## src/rtl/raster_line_merger.sv

```systemverilog
// Drains per-core 16-bit scanline streams in core-id order and packs pixel pairs into 32-bit beats.
// Build option: define MERGER_LINE_LAST_EN to mark the last beat of every core line with m_last.
module raster_line_merger #(
    parameter int N_CORES      = 32,
    parameter int PIX_PER_LINE = 400,
    localparam int CW = (N_CORES > 1) ? $clog2(N_CORES) : 1,
    localparam int PW = (PIX_PER_LINE > 1) ? $clog2(PIX_PER_LINE) : 1
) (
    input  logic                  clk,
    input  logic                  reset,
    input  logic                  start,
    output logic                  busy,
    input  logic [N_CORES-1:0]    s_valid,
    input  logic [N_CORES*16-1:0] s_data,
    input  logic [N_CORES-1:0]    s_last,
    output logic [N_CORES-1:0]    s_ready,
    output logic                  m_valid,
    output logic [31:0]           m_data,
    output logic                  m_last,
    input  logic                  m_ready,
    output logic                  proto_err,
    output logic                  frame_done,
    output logic [1:0]            state_dbg
);

    typedef enum logic [1:0] {
        ST_IDLE   = 2'd0,
        ST_DRAIN  = 2'd1,
        ST_FINISH = 2'd2
    } state_t;

    localparam logic [CW-1:0] SEL_LAST = CW'(N_CORES - 1);
    localparam logic [PW-1:0] PIX_LAST = PW'(PIX_PER_LINE - 1);

    state_t        state;
    logic [CW-1:0] sel;
    logic [PW-1:0] pix;
    logic          half;
    logic [15:0]   low;

    logic          sel_ready;
    logic          in_fire;
    logic          m_fire;
    logic          pix_end;
    logic          sel_end;
    logic          beat_last;
    logic [15:0]   pix_in;

    // Valid/ready: a transfer happens on a rising clk edge where both valid and ready are high;
    // a stalled output beat (m_valid && !m_ready) keeps m_data/m_last unchanged.
    // An even pixel only needs the low register; an odd pixel also needs the beat slot free.
    assign sel_ready = !half || !m_valid || m_ready;
    assign pix_in    = s_data[16*int'(sel) +: 16];
    assign in_fire   = (state == ST_DRAIN) && s_valid[sel] && sel_ready;
    assign m_fire    = m_valid && m_ready;
    assign pix_end   = (pix == PIX_LAST);
    assign sel_end   = (sel == SEL_LAST);
    assign state_dbg = state;

`ifdef MERGER_LINE_LAST_EN
    assign beat_last = pix_end;
`else
    assign beat_last = pix_end && sel_end;
`endif

    always_comb begin
        s_ready = '0;
        if (state == ST_DRAIN) begin
            s_ready[sel] = sel_ready;
        end
    end

    always_ff @(posedge clk) begin
        if (reset) begin
            state      <= ST_IDLE;
            sel        <= '0;
            pix        <= '0;
            half       <= 1'b0;
            low        <= '0;
            busy       <= 1'b0;
            m_valid    <= 1'b0;
            m_data     <= '0;
            m_last     <= 1'b0;
            proto_err  <= 1'b0;
            frame_done <= 1'b0;
        end else begin
            frame_done <= 1'b0;
            case (state)
                ST_IDLE: begin
                    if (start) begin
                        sel       <= '0;
                        pix       <= '0;
                        half      <= 1'b0;
                        proto_err <= 1'b0;
                        busy      <= 1'b1;
                        state     <= ST_DRAIN;
                    end
                end
                ST_DRAIN: begin
                    if (m_fire) begin
                        m_valid <= 1'b0;
                        m_last  <= 1'b0;
                    end
                    if (in_fire) begin
                        if (s_last[sel] != pix_end) begin
                            proto_err <= 1'b1;
                        end
                        if (!half) begin
                            low  <= pix_in;
                            half <= 1'b1;
                        end else begin
                            m_data  <= {pix_in, low};
                            m_valid <= 1'b1;
                            m_last  <= beat_last;
                            half    <= 1'b0;
                        end
                        // Line length is counted; s_last only feeds the framing check.
                        if (pix_end) begin
                            pix <= '0;
                            if (sel_end) begin
                                state <= ST_FINISH;
                            end else begin
                                sel <= sel + CW'(1);
                            end
                        end else begin
                            pix <= pix + PW'(1);
                        end
                    end
                end
                ST_FINISH: begin
                    if (m_fire) begin
                        m_valid    <= 1'b0;
                        m_last     <= 1'b0;
                        frame_done <= 1'b1;
                        busy       <= 1'b0;
                        state      <= ST_IDLE;
                    end
                end
                default: state <= ST_IDLE;
            endcase
        end
    end

endmodule

```

## config.mk

```make
export PLATFORM = sky130hd
export DESIGN_NAME = raster_line_merger
export DESIGN_NICKNAME = d
export VERILOG_FILES = /design/src/rtl/raster_line_merger.sv
export SDC_FILE = /design/constraint.sdc
export NUM_CORES = 1
export LEC_CHECK = 0
export CORE_AREA = 2 2 250 252
export CTS_CLUSTER_SIZE = 40
export DETAILED_ROUTE_END_ITERATION = 16
export DIE_AREA = 0 0 252 254
export HOLD_SLACK_MARGIN = 0.05
export PLACE_DENSITY_LB_ADDON = 0.08
export SYNTH_ARGS = -nofsm -noshare
export SYNTH_HDL_FRONTEND = slang
export SYNTH_SLANG_ARGS = --single-unit
```

## constraint.sdc

```tcl
create_clock -name clk -period 4.65 [get_ports clk]
set_input_delay 0.93 -clock clk [delete_from_list [all_inputs] [get_ports clk]]
set_output_delay 0.93 -clock clk [all_outputs]
set_load 0.01 [all_outputs]
```

==> results of run 1 <==
-- kinds of logic after synthesis --
logic type	count (synthesis)	synth area share, %
AOI/OAI and AO/OA	129	11.8
xor gates and xnor gates	2	0.231
adders and majority gates	9	1.49
buffers and inverters	78	4.55
DFF	70	18.5
muxes	213	50.0
and+or+nand+nor	213	13.4
-- cells in the final DEF, fill, tap and decap left out, types with 6 or more instances in the layout --
cell and n:
clkbuf_16 10, buf_4 15, a21oi_1 39, a32oi_1 14
mux4_2 132, o21ai_0 8, inv_1 6, o22ai_1 10
mux2i_1 81, dfxtp_1 67, a22oi_1 19, nor3_1 14
diode_2 7, clkdlybuf4s50_1 649, ha_1 9, nor2_1 98
o2111ai_1 13, nand3_1 15, and3_1 6, nand2_1 25
nor2b_1 21
-- synthesized netlist by cell type, types with 2 or more instances --
cell type  instances  area [um^2]
clkbuf_1          25         93.8
nand4_1            5         31.3
nand3_1           15         75.1
and3_1             6         37.5
o21ai_0            8         40.0
nor2_1           100          375
buf_2             38          190
nor3b_1            2         15.0
nand2_1           25         93.8
o31a_1             3         26.3
o22ai_1           10         62.6
o211ai_1           3         22.5
mux4_2           132         2970
and4b_1            2         20.0
a21oi_1           39          195
o21a_1             3         22.5
a31oi_1            4         25.0
o31ai_1            3         22.5
mux2i_1           81          811
ha_1               9          113
o2111ai_1         13          114
buf_1              7         26.3
a22oi_1           19          143
nand2b_1           5         31.3
nor4_1             2         12.5
dfxtp_1           70         1400
inv_1              6         22.5
nor3_1            14         70.1
nand3b_1           5         37.5
nor2b_1           21          131
or3b_1             3         26.3
or4_1              3         22.5
or2_2              3         18.8
a32oi_1           14          123
-- worst min-delay path by stage --
| stage | from | endpoint | slack, ns | depth (start not counted) |
|---|---|---|---|---|
| finish | pix[8]$_SDFFE_PP0P_ | pix[8]$_SDFFE_PP0P_ | 0.45 | 2 |
| global route | pix[8]$_SDFFE_PP0P_ | pix[8]$_SDFFE_PP0P_ | 0.47 | 2 |
| CTS | pix[8]$_SDFFE_PP0P_ | pix[8]$_SDFFE_PP0P_ | 0.45 | 2 |
| detailed placement | pix[8]$_SDFFE_PP0P_ | pix[8]$_SDFFE_PP0P_ | 0.44 | 2 |
| global placement | pix[8]$_SDFFE_PP0P_ | pix[8]$_SDFFE_PP0P_ | 0.44 | 2 |
| floorplan | pix[8]$_SDFFE_PP0P_ | pix[8]$_SDFFE_PP0P_ | 0.42 | 2 |
-- cell type report --
cell class              instances  area [um^2]  share of cell area (%)
diodes                          7         17.5                   0.114
clock buffers                  12          278                    1.81
clock inverters                 4         73.8                   0.481
inverters                       7         26.3                   0.171
multi-input cells             566         5830                    38.0
flip-flops and latches         70         1410                    9.19
well taps                     790          988                    6.44
repair buffers                670         6710                    43.8
-- metrics by stage --
step           util, %  setup slack [ns]  instance area, um^2  total power (uW)
3_3_place_gp      24.4             0.731                15000              1770
6_report          25.0             0.708                15300              2560
3_5_place_dp      24.4             0.711                15000              1780
5_1_grt           25.0             0.574                15300              2710
2_1_floorplan        -              1.68                 7570              1070
4_1_cts           25.0             0.700                15300              2600
-- where the power goes --
| part | switching (uW) | internal (uW) | total [uW] |
|---|---|---|---|
| Combinational | 407 | 662 | 1070 |
| Clock | 277 | 533 | 810 |
| Sequential | 36.3 | 649 | 685 |
| Total | 720 | 1840 | 2560 |
-- worst reg2reg max path: cells and delay by family, from the launching register on --
kind	cells	cell delay, ns
and+or+nand+nor	3	1.29
DFF	1	0.80
AOI/OAI and AO/OA	4	1.03
buffers and inverters	1	0.33
-- state kept, by name, summed over array words and instances (netlist names) --
| name | cells |
|---|---|
| pix | 9 |
| m_valid | 1 |
| m_data | 32 |
| frame_done | 1 |
| busy | 1 |
| m_last | 1 |
| low | 16 |
| sel | 5 |
| proto_err | 1 |
| half | 1 |
| state_dbg | 2 |
-- per-layer routing --
layer	global-route usage [%]	part of all wire, %	vias to the layer above
li1	-	-	4111
met1	22.7	40	4567
met2	33.6	53	341
met3	4.10	5.6	45
met4	3.96	1.1	20
met5	0	0.20	-
==> results.sh, run 1 <==
export IMPL_drtIter0Drc=545
export IMPL_peakVddDrop_mv=0.120
export IMPL_drc_errors=0
export IMPL_drtPass1Iterations=4
export IMPL_htreeDepth=3
export IMPL_critPathLaunch="m_ready"
export IMPL_initial_utilization_pct=12.4
export IMPL_routed_wl_um=62500
export IMPL_grt_overflow_total=0
export IMPL_finalCriticalPeriod_ns=3.94
export IMPL_first_global_vias=9651
export IMPL_clock_path_buffers=2
export IMPL_slowest_stage="clkdlybuf4s50_1"
export IMPL_pin_count=651
export IMPL_die_area_mm2=0.0640
export IMPL_rsz0062_at_grt="no"
export IMPL_drive_above_1_share_pct=13.7
export IMPL_hold_viol=0
export IMPL_synth_edf_count=0
export IMPL_cts_root_buf="clkbuf_16"
export IMPL_post_route_period_util_pct=84.8
export IMPL_critPathMaxStageDelay_ns=0.57
export IMPL_grt_pass1_wl_um=81900
export IMPL_syn_nets=1303
export IMPL_outcome="complete, no violations"
export IMPL_drv_cap=0
export IMPL_tightest_slew_ns=1.08
export IMPL_hp_class="flop to flop"
export IMPL_insertion_delay_ns=0.33
export IMPL_finalSetupViolCount=0
export IMPL_place_port_buffers=650
export IMPL_setup_tns_ns=0
export IMPL_ys_types=50
export IMPL_cts_sinks=70
export IMPL_grt_usage_pct=18.7
export IMPL_ys_flop_type="dfxtp_1"
export IMPL_arrival_ns=3.01
export IMPL_async_flop_share_pct=0
export IMPL_relSlewSlack_pct=27.9
export IMPL_die_w_um=252
export IMPL_numCtsBuffers=9
export IMPL_vias_per_cell=4.27
export IMPL_p_per_area_mw_per_mm2=167
export IMPL_grt_antenna_before_repair=26
export IMPL_ys_ff_latch=70
export IMPL_fmax_mhz=254
export IMPL_ant_nets=0
export IMPL_syn_cell_area_mm2=0.00757
export IMPL_cts_resized=0
export IMPL_nFillCells=6545
export IMPL_path_common_cell="clkdlybuf4s50_1"
export IMPL_cts_hold_buf=0
export IMPL_dp_hpwl_um=54200
export IMPL_grt_max_degree=83
export IMPL_ys_warn_count=0
export IMPL_wl_per_cell_um=29.4
export IMPL_rr_endpoint="pix[7]$_SDFFE_PP0P_"
export IMPL_finClkSkew_ns=0.00808
export IMPL_drv_slew=0
export IMPL_core_area_mm2=0.0613
export IMPL_rrSetupSlack_ns=1.13
export IMPL_cts_setup_buffers=0
export IMPL_vias=9084
export IMPL_cts_tree="done"
export IMPL_p_leak_uw=0.00517
export IMPL_path_class="input pin to output pin"
export IMPL_syn_avg_cell_area_um2=10.6
export IMPL_path_max_fanout=8
export IMPL_dp_cells=2103
export IMPL_critical_path_top_delay_family="buffers and inverters"
export IMPL_path_cells="clkdlybuf4s50_1 -> o21a_1 -> nand2_1 -> nor2_1 -> clkdlybuf4s50_1"
export IMPL_r2r_cells=8
export IMPL_nets=1913
export IMPL_worstPathRequired_ns=3.72
export IMPL_num_rows=91
export IMPL_path_clk_slew_ns=0.06
export IMPL_crit_path_end="s_ready[3]"
export IMPL_critPathLaunchType="input pin"
export IMPL_area_growth_syn_to_layout_pct=103
export IMPL_fin_cells=2126
export IMPL_place_congestion=0.797
export IMPL_fp_dieH_um=254
export IMPL_end_kind="output pin"
export IMPL_cp_depth=5
export IMPL_rr_startpoint="sel[3]$_SDFFE_PP0P_"
export IMPL_crit_buf_inv=2
export IMPL_yosysSeqAreaShare_pct=18.5
export IMPL_hold_ws_ns=0.447
export IMPL_syn_inst=714
Power figures use the tool's default switching activity.
==> run 2: changes to the inputs <==
CORE_AREA = 2 2 254 256   (was 2 2 250 252)
DIE_AREA = 0 0 256 258   (was 0 0 252 254)
clock period = 3.83 ns   (was 4.65 ns; I/O delays follow)
==> run 2 against run 1 <==
Net effect: largest power group unchanged; combinational power increased by 23%; highest routed layer unchanged; sequential cell count did not move; sequential share of layout area fell by 0.10 points; die area is 3.2% higher; setup slack got worse by 0.38 ns.
==> results.sh, run 2 (synthesized netlist as in run 1, its figures left out) <==
export IMPL_outcome="complete, no violations"
export IMPL_setup_tns_ns=0
export IMPL_vias=9131
export IMPL_grt_pass1_wl_um=83400
export IMPL_rr_startpoint="sel[3]$_SDFFE_PP0P_"
export IMPL_num_rows=93
export IMPL_insertion_delay_ns=0.33
export IMPL_fp_dieH_um=258
export IMPL_drtPass1Iterations=4
export IMPL_setup_ws_ns=0.330
export IMPL_grt_antenna_before_repair=19
export IMPL_initial_utilization_pct=11.9
export IMPL_nFillCells=6847
export IMPL_htreeDepth=3
export IMPL_numCtsBuffers=9
export IMPL_cts_root_buf="clkbuf_16"
export IMPL_drive_above_1_share_pct=14.3
export IMPL_p_per_area_mw_per_mm2=202
export IMPL_dp_cells=2178
export IMPL_post_route_period_util_pct=91.4
export IMPL_p_clk_share_pct=31.3
export IMPL_finalSetupViolCount=0
export IMPL_drtIter0Drc=433
export IMPL_holdCritStartpoint="pix[8]$_SDFFE_PP0P_"
export IMPL_r2r_cells=8
export IMPL_hp_class="flop to flop"
export IMPL_dp_hpwl_um=54900
export IMPL_cts_tree="done"
export IMPL_finalCriticalPeriod_ns=3.50
export IMPL_die_w_um=256
export IMPL_area_growth_syn_to_layout_pct=105
export IMPL_core_area_mm2=0.0636
export IMPL_cts_hold_buf=0
export IMPL_drv_slew=0
export IMPL_regArea_mm2=0.00141
export IMPL_peakVddDrop_mv=0.188
export IMPL_fmax_mhz=286
export IMPL_p_leak_uw=0.00522
export IMPL_critPathLaunchType="input pin"
export IMPL_place_port_buffers=650
export IMPL_grt_max_degree=65
export IMPL_place_congestion=0.845
export IMPL_end_kind="output pin"
export IMPL_fin_cells=2201
export IMPL_grt_overflow_total=0
export IMPL_grt_usage_pct=18.2
export IMPL_drc_errors=0
export IMPL_worstPathRequired_ns=3.06
export IMPL_final_cell_mix="649 x clkdlybuf4s50_1, 132 x mux4_2, 98 x nor2_1"
export IMPL_drv_cap=0
export IMPL_path_max_fanout=8
export IMPL_vias_per_cell=4.15
export IMPL_pin_count=651
export IMPL_pwr_share_comb_pct=42.2
export IMPL_multi_input_area_mm2=0.00583
export IMPL_switching_share_pct=27.7
export IMPL_path_class="input pin to output pin"
export IMPL_rr_endpoint="m_last$_SDFFE_PP0P_"
export IMPL_final_common_cell="clkdlybuf4s50_1"
export IMPL_min_path_cells=2
export IMPL_largestRegisters="m_data: 32 flops, low: 16 flops, pix: 9 flops"
export IMPL_pre_cts_ws_ns=0.310
export IMPL_p_int_uw=2260
export IMPL_rsz0062_at_grt="no"
export IMPL_routed_wl_um=62900
export IMPL_rrSetupSlack_ns=0.56
export IMPL_largest_register_ffs=32
export IMPL_hold_path_end="pix[8]$_SDFFE_PP0P_"
export IMPL_path_clk_slew_ns=0.06
export IMPL_ant_nets=0
export IMPL_nets=1923
export IMPL_relSlewSlack_pct=34.1
export IMPL_wl_per_cell_um=28.6
export IMPL_arrival_ns=2.73
export IMPL_cts_sinks=70
export IMPL_p_seq_share_pct=26.5
export IMPL_clock_path_buffers=2
export IMPL_finClkSkew_ns=0.00973
export IMPL_hold_viol=0
export IMPL_cts_setup_buffers=0
export IMPL_cts_resized=0
export IMPL_die_area_mm2=0.0660
export IMPL_switching_power_uw=866
export IMPL_tightest_slew_ns=0.988
export IMPL_largest_register="m_data"
export IMPL_first_global_vias=9816
-- run 2: cell count changes in the layout (fill, tap and decap cells not counted) --
cell,delta
buf_4,+9
buf_12,+1
-- run 2: area by class of cell --
type	instances	area share, %
Timing Repair Buffer	680	43.9
Multi-Input combinational cell	566	37.6
Sequential cell	70	9.09
Tap cell	855	6.90
Clock buffer	12	1.79
Clock inverter	4	0.476
Inverter	7	0.169
Antenna cell	7	0.113
-- run 2: how the worst max path moves through the flow --
| stage | from | end | slack, ns | depth (start not counted) |
|---|---|---|---|---|
| after floorplan | sel[1]$_SDFFE_PP0P_ | s_ready[13] | 1.03 | 9 |
| after global placement | m_ready | s_ready[23] | 0.31 | 5 |
| after detailed placement | m_ready | s_ready[15] | 0.31 | 5 |
| after CTS | m_ready | s_ready[14] | 0.29 | 5 |
| after global routing | m_ready | s_ready[14] | 0.19 | 5 |
| final | m_ready | s_ready[14] | 0.33 | 5 |
-- run 2: metrics by stage --
| stage | cell area [um^2] | util [%] | hold slack (ns) | total power (uW) |
|---|---|---|---|---|
| 2_1_floorplan | 7570 | - | 0.422 | 1300 |
| 3_3_place_gp | 15100 | 23.8 | 0.437 | 2180 |
| 3_5_place_dp | 15100 | 23.8 | 0.443 | 2190 |
| 4_1_cts | 15500 | 24.3 | 0.454 | 3190 |
| 5_1_grt | 15500 | 24.4 | 0.471 | 3300 |
| 6_report | 15500 | 24.4 | 0.445 | 3130 |
-- run 2: worst max-delay path, stage by stage --
cell	delay, ns
clkdlybuf4s50_1	0.50
o21a_1	0.35
nand2_1	0.33
nor2_1	0.21
clkdlybuf4s50_1	0.56
-- run 2: metal layers --
metal  routed length, um  vias up  track usage, %  part of all wire (%)
met1               25800     4624            22.1                    41
met4                 400        8            3.83                  0.64
met5                  54        -               0                 0.086
met2               33900      345            33.6                    54
li1                    -     4128               -                     -
met3                2810       26            2.93                   4.5
-- run 2: power groups by stage --
| stage | registers, uW | clock network (uW) | logic [uW] |
|---|---|---|---|
| after floorplan | 844 | 0 | 457 |
| after global placement | 847 | 0 | 1340 |
| after detailed placement | 845 | 0 | 1340 |
| after CTS | 830 | 1010 | 1350 |
| after global routing | 839 | 1040 | 1430 |
| final | 829 | 978 | 1320 |
==> run 3: changes to the inputs <==
clock period = 3.61 ns   (was 3.83 ns; I/O delays follow)
==> run 3 against run 2 <==
Net effect: global-route usage up 0.15 points; largest cell class unchanged; power down 0.49%; clock power down 15%; cell area up 0.26%; via count up 1.2%; critical endpoint is now s_ready[15]; clock-buffer cell count down 2; core utilization up 0.063 points; cell count up 0.59%; non-clock buffer count up 19; sequential share of layout area about the same; clock skew up 0.0021 ns; largest power group unchanged; first-iteration DRC count down 2.1%; critical path type unchanged.
==> results.sh, run 3 (synthesized netlist as in run 1, its figures left out) <==
export IMPL_outcome="complete, no violations"
export IMPL_numCtsBuffers=9
export IMPL_pre_cts_ws_ns=0.243
export IMPL_p_leak_uw=0.00527
export IMPL_drive_above_1_share_pct=15.5
export IMPL_cts_tree="done"
export IMPL_drc_errors=0
export IMPL_crit_buf_inv=2
export IMPL_place_congestion=0.820
export IMPL_setup_ws_ns=0.278
export IMPL_drtIter0Drc=424
export IMPL_path_class="input pin to output pin"
export IMPL_finalCriticalPeriod_ns=3.33
export IMPL_cts_root_buf="clkbuf_16"
export IMPL_post_dp_cell_area_mm2=0.0153
export IMPL_die_area_mm2=0.0660
export IMPL_setup_tns_ns=0
export IMPL_hp_class="flop to flop"
export IMPL_grt_pass1_wl_um=84200
export IMPL_drtPass1Iterations=5
export IMPL_fmax_mhz=300
export IMPL_cts_setup_buffers=0
export IMPL_busiest_layer="met2"
export IMPL_grtUsageMet3_pct=3.24
export IMPL_hold_viol=0
export IMPL_place_port_buffers=650
export IMPL_largest_register="m_data"
export IMPL_grt_met2_usage_pct=34.4
export IMPL_dp_hpwl_um=55200
export IMPL_die_w_um=256
export IMPL_cts_sinks=70
export IMPL_num_rows=93
export IMPL_drv_slew=0
export IMPL_critPathLaunchType="input pin"
export IMPL_pin_count=651
export IMPL_path_common_cell="clkdlybuf4s50_1"
export IMPL_initial_utilization_pct=11.9
export IMPL_final_cell_mix="649 x clkdlybuf4s50_1, 132 x mux4_2, 98 x nor2_1"
export IMPL_routed_wl_um=63000
export IMPL_finClkSkew_ns=0.0118
export IMPL_arrival_ns=2.61
export IMPL_critPathMaxStageDelay_ns=0.56
export IMPL_postLayoutCellArea_mm2=0.0155
export IMPL_peakVddDrop_mv=0.175
export IMPL_ant_nets=0
export IMPL_drv_cap=0
export IMPL_cts_hold_buf=0
export IMPL_finish_utilization_pct=24.4
export IMPL_worstPathRequired_ns=2.89
export IMPL_core_area_mm2=0.0636
export IMPL_slowest_stage="clkdlybuf4s50_1"
export IMPL_nFillCells=6821
export IMPL_groute_layer_met1_usage_pct=22.2
export IMPL_tightest_slew_ns=1.18
export IMPL_largestRegisters="m_data: 32 flops, low: 16 flops, pix: 9 flops"
export IMPL_first_global_vias=9874
export IMPL_fp_dieH_um=258
export IMPL_end_kind="output pin"
export IMPL_path_cells="clkdlybuf4s50_1 -> o21a_1 -> nand2_1 -> nor2_1 -> clkdlybuf4s50_1"
export IMPL_post_route_period_util_pct=92.3
export IMPL_cts_resized=0
export IMPL_wl_per_cell_um=28.5
export IMPL_final_common_cell="clkdlybuf4s50_1"
export IMPL_vias=9241
export IMPL_p_per_area_mw_per_mm2=200
export IMPL_grt_max_degree=63
export IMPL_grt_overflow_total=0
export IMPL_vias_per_cell=4.17
export IMPL_area_growth_syn_to_layout_pct=105
export IMPL_path_max_fanout=8
export IMPL_hold_ws_ns=0.445
export IMPL_insertion_delay_ns=0.33
export IMPL_critical_path_top_delay_family="buffers and inverters"
export IMPL_relSlewSlack_pct=21.5
export IMPL_clock_path_buffers=2
export IMPL_path_clk_slew_ns=0.06
export IMPL_finalSetupViolCount=0
export IMPL_nets=1942
export IMPL_grt_antenna_before_repair=19
export IMPL_grt_usage_pct=18.3
export IMPL_largest_register_ffs=32
export IMPL_htreeDepth=3
export IMPL_rsz0062_at_grt="no"
[run 3: layout make-up]
cell class / count / area (um^2) / area share, %
repair buffers: 699 / 6930 / 44.6
multi-input cells: 566 / 5830 / 37.5
flip-flops and latches: 70 / 1410 / 9.07
well taps: 855 / 1070 / 6.88
clock buffers: 10 / 239 / 1.54
clock inverters: 6 / 37.5 / 0.241
inverters: 7 / 26.3 / 0.169
diodes: 1 / 2.50 / 0.0161
[run 3: worst min-delay path, stage by stage (launching register included)]
cell and delay (ns):
dfxtp_1 0.31, inv_1 0.05, a21oi_1 0.05
[run 3: stage by stage]
stage	power (uW)	cells
floorplan	1380	714
global placement	2310	2197
detailed placement	2320	2197
CTS	3180	2213
global route	3300	2214
finish	3110	2214
[run 3: layer usage]
metal  routed length [um]  up-vias
li1                     -     4164
met1                25400     4676
met2                33800      347
met3                 3100       42
met4                  586       12
met5                   74        -
[run 3: power breakdown]
part | total [uW] | internal (uW) | leakage, uW | switching (uW)
logic | 1400 | 877 | 0.00458 | 522
clock network | 834 | 480 | 0.000130 | 354
registers | 881 | 835 | 0.000568 | 45.7
[run 3: path summary, 6_finish.rpt]
kind	start	endpoint	slack, ns	depth (start not counted)
min	pix[8]$_SDFFE_PP0P_	pix[8]$_SDFFE_PP0P_	0.44	2
max reg2reg	sel[0]$_SDFFE_PP0P_	m_data[21]$_SDFFE_PP0P_	0.68	8
min reg2reg	pix[8]$_SDFFE_PP0P_	pix[8]$_SDFFE_PP0P_	0.44	2
max	m_ready	s_ready[15]	0.28	5
